===== src/rtl/andor_vector_driver_pkg.sv =====
// -----------------------------------------------------------------------------
// andor_pkg
// Shared definitions for the AND-OR vector driver and its golden model:
//   - state_t     : sweep FSM state encoding (IDLE/SETTLE/CHECK/DONE)
//   - VEC_W       : width of the stimulus vector {a,b,c,d}
//   - LAST_VEC    : final vector of a sweep
//   - andor_ref() : expected response y = (a&b)|(c&d) for a vector
// -----------------------------------------------------------------------------
package andor_pkg;

  localparam int unsigned VEC_W = 4;
  localparam logic [VEC_W-1:0] LAST_VEC = 4'hF;

  typedef enum logic [1:0] {
    ST_IDLE   = 2'd0,
    ST_SETTLE = 2'd1,
    ST_CHECK  = 2'd2,
    ST_DONE   = 2'd3
  } state_t;

  // Vector bit order is {a,b,c,d} = vec[3:0].
  function automatic logic andor_ref(input logic [VEC_W-1:0] vec);
    return (vec[3] & vec[2]) | (vec[1] & vec[0]);
  endfunction

endpackage


===== src/rtl/andor_vector_driver_ref_model.sv =====
// -----------------------------------------------------------------------------
// andor_ref_model
// Combinational golden model of the AND-OR block.
// Ports:
//   vec [3:0] in  : stimulus vector {a,b,c,d}
//   exp       out : expected y = (a&b)|(c&d)
// -----------------------------------------------------------------------------
module andor_ref_model
  import andor_pkg::*;
(
  input  logic [VEC_W-1:0] vec,
  output logic             exp
);

  assign exp = andor_ref(vec);

endmodule


===== src/rtl/andor_vector_driver.sv =====
// -----------------------------------------------------------------------------
// andor_vector_driver
// Stimulus/checker end of the AND-OR interface. On a start pulse it sweeps all
// 16 vectors on {a,b,c,d}, holds each for SETTLE_CYCLES cycles, samples y_in
// for one cycle and compares it against the internal reference. At the end it
// pulses done and reports pass, err_count and first_fail_vec.
//
// Parameters:
//   SETTLE_CYCLES : cycles each vector is held before sampling (1..15)
// Ports:
//   clk            in  : clock, rising edge
//   rst_n          in  : asynchronous active-low reset
//   start          in  : begins a sweep when seen in IDLE
//   a,b,c,d        out : stimulus, {a,b,c,d} = current vector
//   y_in           in  : response from the external AND-OR block
//   busy           out : high while sweeping (SETTLE/CHECK)
//   done           out : one-cycle pulse at end of sweep
//   pass           out : 1 iff the last sweep saw no mismatch
//   err_count [4:0] out: mismatches in the last sweep (0..16)
//   first_fail_vec [3:0] out: vector of the first mismatch, 0 if none
// Build option:
//   ANDOR_STOP_ON_FAIL_EN : when defined, the sweep ends at the first mismatch
// -----------------------------------------------------------------------------
module andor_vector_driver
  import andor_pkg::*;
#(
  parameter int unsigned SETTLE_CYCLES = 1
)
(
  input  logic       clk,
  input  logic       rst_n,
  input  logic       start,
  output logic       a,
  output logic       b,
  output logic       c,
  output logic       d,
  input  logic       y_in,
  output logic       busy,
  output logic       done,
  output logic       pass,
  output logic [4:0] err_count,
  output logic [3:0] first_fail_vec
);

  localparam logic [3:0] SETTLE_RELOAD = 4'(SETTLE_CYCLES - 1);

  state_t           state_r, state_nxt;
  logic [VEC_W-1:0] vec_r, vec_nxt;
  logic [3:0]       wait_cnt_r, wait_cnt_nxt;
  logic [4:0]       err_count_r, err_count_nxt;
  logic [3:0]       first_fail_r, first_fail_nxt;
  logic             fail_seen_r, fail_seen_nxt;
  logic             pass_r, pass_nxt;
  logic             busy_r, done_r;
  logic             exp_s;
  logic             mismatch_s;
  logic             sweep_end_s;

  andor_ref_model u_ref (
    .vec (vec_r),
    .exp (exp_s)
  );

  // Compare the response; an unknown y_in falls to the else branch and counts as a mismatch.
  always_comb begin
    mismatch_s = 1'b1;
    if (y_in == exp_s) begin
      mismatch_s = 1'b0;
    end else begin
      mismatch_s = 1'b1;
    end
  end

  // Decide whether the current CHECK cycle is the last one of the sweep.
  always_comb begin
`ifdef ANDOR_STOP_ON_FAIL_EN
    sweep_end_s = mismatch_s || (vec_r == LAST_VEC);
`else
    sweep_end_s = (vec_r == LAST_VEC);
`endif
  end

  // Next-state and next-datapath logic of the sweep FSM.
  always_comb begin
    state_nxt      = state_r;
    vec_nxt        = vec_r;
    wait_cnt_nxt   = wait_cnt_r;
    err_count_nxt  = err_count_r;
    first_fail_nxt = first_fail_r;
    fail_seen_nxt  = fail_seen_r;
    pass_nxt       = pass_r;
    case (state_r)
      ST_IDLE: begin
        if (start) begin
          vec_nxt        = 4'h0;
          err_count_nxt  = 5'd0;
          first_fail_nxt = 4'h0;
          fail_seen_nxt  = 1'b0;
          pass_nxt       = 1'b0;
          wait_cnt_nxt   = SETTLE_RELOAD;
          state_nxt      = ST_SETTLE;
        end else begin
          state_nxt = ST_IDLE;
        end
      end
      ST_SETTLE: begin
        if (wait_cnt_r == 4'd0) begin
          state_nxt = ST_CHECK;
        end else begin
          wait_cnt_nxt = wait_cnt_r - 4'd1;
        end
      end
      ST_CHECK: begin
        if (mismatch_s) begin
          err_count_nxt = err_count_r + 5'd1;
          if (!fail_seen_r) begin
            first_fail_nxt = vec_r;
            fail_seen_nxt  = 1'b1;
          end else begin
            first_fail_nxt = first_fail_r;
            fail_seen_nxt  = 1'b1;
          end
        end else begin
          err_count_nxt = err_count_r;
        end
        if (sweep_end_s) begin
          // pass is produced on DONE entry so it is valid alongside done.
          pass_nxt  = (err_count_nxt == 5'd0);
          state_nxt = ST_DONE;
        end else begin
          vec_nxt      = vec_r + 4'd1;
          wait_cnt_nxt = SETTLE_RELOAD;
          state_nxt    = ST_SETTLE;
        end
      end
      ST_DONE: begin
        pass_nxt  = (err_count_r == 5'd0);
        vec_nxt   = 4'h0;
        state_nxt = ST_IDLE;
      end
      default: begin
        state_nxt = ST_IDLE;
      end
    endcase
  end

  // State, datapath and registered status outputs.
  always_ff @(posedge clk or negedge rst_n) begin
    if (!rst_n) begin
      state_r      <= ST_IDLE;
      vec_r        <= 4'h0;
      wait_cnt_r   <= 4'd0;
      err_count_r  <= 5'd0;
      first_fail_r <= 4'h0;
      fail_seen_r  <= 1'b0;
      pass_r       <= 1'b0;
      busy_r       <= 1'b0;
      done_r       <= 1'b0;
    end else begin
      state_r      <= state_nxt;
      vec_r        <= vec_nxt;
      wait_cnt_r   <= wait_cnt_nxt;
      err_count_r  <= err_count_nxt;
      first_fail_r <= first_fail_nxt;
      fail_seen_r  <= fail_seen_nxt;
      pass_r       <= pass_nxt;
      busy_r       <= (state_nxt == ST_SETTLE) || (state_nxt == ST_CHECK);
      done_r       <= (state_nxt == ST_DONE);
    end
  end

  assign a              = vec_r[3];
  assign b              = vec_r[2];
  assign c              = vec_r[1];
  assign d              = vec_r[0];
  assign busy           = busy_r;
  assign done           = done_r;
  assign pass           = pass_r;
  assign err_count      = err_count_r;
  assign first_fail_vec = first_fail_r;

endmodule


===== config.mk =====
export PLATFORM = sky130hd
export DESIGN_NAME = andor_vector_driver
export DESIGN_NICKNAME = d
export VERILOG_FILES = /design/src/rtl/andor_vector_driver_pkg.sv /design/src/rtl/andor_vector_driver_ref_model.sv /design/src/rtl/andor_vector_driver.sv
export SDC_FILE = /design/constraint.sdc
export NUM_CORES = 1
export LEC_CHECK = 0
export ABC_AREA = 1
export BUFFER_PORTS_ARGS = -buffer_cell sky130_fd_sc_hd__buf_2
export CORE_MARGIN = 1.5
export CORE_UTILIZATION = 45
export DETAILED_ROUTE_END_ITERATION = 12
export PLACE_DENSITY = 0.66
export RECOVER_POWER = 50
export SYNTH_ARGS = -nofsm -noshare
export SYNTH_HDL_FRONTEND = slang
export SYNTH_SLANG_ARGS = --single-unit

===== constraint.sdc =====
create_clock -name clk -period 1.9 [get_ports clk]
set_clock_uncertainty 0.15 [all_clocks]
set_input_delay 0.38 -clock clk [delete_from_list [all_inputs] [get_ports clk]]
set_output_delay 0.38 -clock clk [all_outputs]
set_load 0.1 [all_outputs]

Word-level counts from Yosys, hierarchy flattened --
Cells that the tools add are included.
Storage, ports and cells: output and inout port bits 16, register bits 23
Cells by class: mux-type cells 22, bitwise logic cells 3, equal/unequal tests 14, add/sub/neg operators 3, reductions and logical operators 14
Operator list (number):
- 4-bit 2-to-1 mux | 6
- 4-bit one-hot mux with 3 select lines | 2
- 5-bit 2-to-1 mux | 3
- 2-bit inequality test, second input constant | 6
- 5-bit logical NOT | 2
- 5-bit one-hot mux with 2 select lines | 1
- 3-bit AND reduction | 3
- 2-bit equality test, second input constant | 4
- 2-bit one-hot mux with 4 select lines | 1
- 4-bit one-hot mux with 2 select lines | 1
- 4-bit AND reduction | 2
- 3-bit nonzero test | 2
- 5-bit by 1-bit adder with 5-bit output, second input constant | 1
- 4-bit by 1-bit adder with 4-bit output, second input constant | 1
- 2-bit by 1-bit equality test with 1-bit output, second input constant | 2
- 4-bit equality test, second input constant | 1
- 4-bit logical NOT | 1
- 1-bit 2-to-1 mux | 4
- 2-bit 2-to-1 mux | 2
- 4-bit by 1-bit subtractor with 4-bit output, second input constant | 1
- 1-bit one-hot mux with 3 select lines | 1
- 1-bit bitwise AND | 2
- 2-bit logical NOT | 1
- 1-bit one-hot mux with 2 select lines | 1
- other kinds (5) | 5

Logic depth before layout (Yosys ltp) --
depth in word-level cells 8, gate-level depth with buffers 12, mapped depth without buffers 12

Hierarchy --
From an unflattened synthesis, not the netlist that was laid out.
Second synthesis, totals: cells, all modules 155, area total of the unflattened synthesis 1266.2 um^2
By module, submodules not included:
- andor_vector_driver | cells an instance 152, instances 1, area an instance 1255.0 um^2
- andor_ref_model | cells an instance 3, instances 1, area an instance 11.3 um^2

Worst setup path after synthesis --
No wires, ideal clock.
path type register to register, start register vec_r[0], end register pass_r (netlist: pass), cell stages (with the launch flop) 13, setup time 0.120 ns, data required time 1.630 ns, path slack -0.422 ns, arrival time 2.053 ns, path buffers 0, cells stage by stage dfrtp_1 > ha_1 > inv_1 > nand2_2 > nand2_2 > nand2_1 > nand2_1 > nand2_1 > nor2_1 > nand2_1 > nand2_1 > nand2_1 > nand2_1
Between the ends: word-level cells in the longest chain between the ends 8
RTL lines:
- start: declaration | RTL line andor_vector_driver.sv:48 | logic [VEC_W-1:0] vec_r, vec_nxt;
- start signal: assignment | RTL line andor_vector_driver.sv:161 | vec_r <= vec_nxt;
- 1-bit bitwise AND | RTL line andor_vector_driver_pkg.sv:23 | return (vec[3] & vec[2]) | (vec[1] & vec[0]);
- 1-bit bitwise OR | RTL line andor_vector_driver_pkg.sv:23
- 1-bit equality test | RTL line andor_vector_driver.sv:67 | if (y_in == exp_s) begin
- 5-bit 2-to-1 mux | RTL line andor_vector_driver.sv:114 | if (mismatch_s) begin
- 5-bit 2-to-1 mux | RTL line andor_vector_driver.sv:92 | case (state_r)
- 5-bit logical NOT | RTL line andor_vector_driver.sv:128 | pass_nxt = (err_count_nxt == 5'd0);
- 1-bit 2-to-1 mux | RTL line andor_vector_driver.sv:126 | if (sweep_end_s) begin
- 1-bit one-hot mux with 3 select lines | RTL line andor_vector_driver.sv:92
- end signal: assignment | RTL line andor_vector_driver.sv:166 | pass_r <= pass_nxt;
- end: declaration | RTL line andor_vector_driver.sv:53 | logic pass_r, pass_nxt;
Several ways; a longest one is shown, not always the timed one. The select of a mux whose other input is x is not followed. A chain may end at the register's enable or synchronous reset.

Final worst setup path --
start register err_count_r[3] (netlist: err_count[3]), end output port err_count[3]
RTL lines:
- start: declaration | RTL line andor_vector_driver.sv:50 | logic [4:0] err_count_r, err_count_nxt;
- start signal: assignment | RTL line andor_vector_driver.sv:163 | err_count_r <= err_count_nxt;
- end: declaration | RTL line andor_vector_driver.sv:41 | output logic [4:0] err_count,
No word-level cell between the ends.

==> impl_metrics.tcl <==
set metrics [dict create \
    yosysUniqueCellTypes 26 \
    grt_overflow 0 \
    critPathSlowestCell "dfrtp_1" \
    layout-drive-gt1-share_pct 29.61 \
    grt_start_max_net_pins 24 \
    post-synth-top-count-cell "nand2_1" \
    io_pins 20 \
    worstPathCellList "buf_2" \
    syn_to_final_growth_pct 13.13 \
    maxCapViolations 0 \
    endpoint_kind "output pin" \
    ant_nets 0 \
    finalSetupViolCount 0 \
    dieArea_um2 3255 \
    start_kind "flip-flop" \
    wl_per_cell_um 11.81 \
    gr-usage-all-layers_pct 17.03 \
    p_per_area_nw_per_um2 1589 \
    min_path_cells 3 \
    antenna_found_initial 0 \
    gp_congestion 0.7675 \
    tightest_slew_ns 0.5587 \
    dp_hpwl_um 1940 \
    dr.first_iter.drc_count 34 \
    drcViolationCount 0 \
    p_leak_uw 0.0007676 \
    cts-root-buf "clkbuf_4" \
    rsz0062_at_grt "no" \
    cts_max_path_buffers 2 \
    grt_pass1_wl_um 4298 \
    fmax_ghz 0.5641 \
    ys_async_sr_fraction_pct 100.0 \
    n_antenna_cell 0 \
    yosys_warnings 0 \
    final_net_count 190 \
    irDropWorstVdd_mv 1.215 \
    rrSetupSlack_ns 0.18 \
    slew_violations 0 \
    floorplan.initialDensity_pct 47.69 \
    io_buffers 19 \
    yosys.area.top_type_share_pct 43.77 \
    dp.cells 205 \
    criticalPathCategory "reg -> out" \
    synthFlopType "dfrtp_1" \
    yosys-top-cells-area "dfrtp_1, nand2_1, inv_1" \
    synth_nets 165 \
    ys_seq_area_share_pct 43.77 \
    post-route-period-util_pct 93.30 \
    final.setup.tns_ns 0 \
    relSlewSlack_pct 62.75 \
    yosys-top-cells-count "nand2_1, dfrtp_1, inv_1" \
    htree_levels 1 \
    clkLatencyLatePin_ns 0.31 \
    cts-buffers-inserted 3 \
    slowest_delay_ns 0.46 \
    synth_seq_cells 23 \
    vias_per_cell 5.119 \
    cp.arrival_ns 1.24 \
    cp_top_family "flip-flops" \
    synth_top_cell_by_area "dfrtp_1" \
    worst_r2r_path_depth 12 \
    clkTransAtPathRegs_ns 0.12 \
    critPathMaxFanout 7 \
    dieHeight_um 57.06 \
    core.rowCount 19 \
    status "completed" \
    cts_tree "yes" \
    drt_pre_antenna_iters 4 \
    totalWireLength_um 2480 \
    cts.sinks 23 \
    grt_pass1_vias 995 \
    syn_area_per_cell_um2 8.484 \
    whs_endpoint "state_r[0]" \
    timing.rr.end "pass" \
    syn_area_um2 1315 \
    cp_num_buf_inv 1 \
    core_area_um2 2758 \
    reg2reg_from "vec_r[1]" \
    synth_edf_count 0 \
    fin_cells 210 \
    route.vias.total 1075 \
    hp-start "start" \
    hold_viol_final 0 \
    fin_crit_ns 1.773 \
    synthCells 155 \
    hp-class "in -> reg" \
    required_ns 1.37 \
    die_w_um 57.06 \
]
==> cells in the final DEF (no fill, tap or decap), types with 3 or more instances in the layout <==
master	instances
inv_1	21
nand2_1	34
nand4_1	3
o21ai_1	6
nand2_2	4
ha_1	5
nand3_1	12
o22ai_1	6
a21oi_1	4
dfrtp_1	16
dfrtp_2	5
buf_2	18
nor2_1	6
inv_2	7
clkbuf_4	3
o21ai_0	5
==> registers in the layout, indices dropped and copies added (netlist names), 2 cells and up <==
signal	count
err_count	5
vec_r	4
state_r	2
wait_cnt_r	4
first_fail_vec	4
==> per-stage QoR <==
step	cell area, um2	util, %	power [uW]	hold WS [ns]	setup WS [ns]
floorplan	1331	-	1945	-0.06559	0.02529
global placement	1465	53.13	2167	0.2279	0.1744
detailed placement	1465	53.13	2204	0.2298	0.1466
CTS	1503	54.49	2432	0.2765	0.1182
global route	1488	53.95	2566	0.3135	0.004334
finish	1488	53.95	2364	0.2987	0.1273
==> layout make-up <==
cell class                 count  area, um2
clock inverter                 1      5.005
tap                           31      38.79
fill                         269       1270
inverter                      28      105.1
sequential                    23      589.3
multi-input combinational    104      621.8
clock buffer                   3      22.52
timing repair buffer          20      105.1
==> worst max-delay path by stage <==
stage	from	end	slack (ns)	cells after the start
global placement	vec_r[1]	first_fail_vec[1]	0.17	8
floorplan	err_count[4]	pass	0.03	10
detailed placement	vec_r[1]	first_fail_vec[2]	0.15	8
global route	vec_r[1]	pass	0.004	12
finish	err_count[3]	err_count[3]	0.13	1
CTS	vec_r[1]	first_fail_vec[2]	0.12	8
==> kinds of logic after synthesis <==
logic type               Yosys count  synth area share [%]
AO/OA/AOI/OAI                     26                 11.70
XOR/XNOR                           3                 1.998
adder cells (fa/ha/maj)            6                 5.709
buffers and inverters             28                 7.992
flip-flops                        23                 43.77
AND/OR/NAND/NOR                   69                 28.83
==> what timing repair did <==
item / 4_1_cts / 5_1_grt
endpoints found under the hold margin: 23 / 0
gates resized for setup: 0 / 2
hold buffers: 1 / 0
buffers inserted: 0 / 0
setup endpoints to repair: 0 / 4
==> routing by layer <==
layer	global-route usage [%]	share of wire (%)
met1	24.19	50
met2	25.94	43
met3	2.948	4.2
met4	6.977	2.1
met5	0	0
==> power breakdown <==
part	leakage [uW]	switching, uW	internal (uW)
Clock	0.0000177	145	78.8
Sequential	0.000296	130	641
Combinational	0.000454	1060	312
Total	0.000768	1330	1030
No activity file was read; power rests on OpenSTA's default activity.
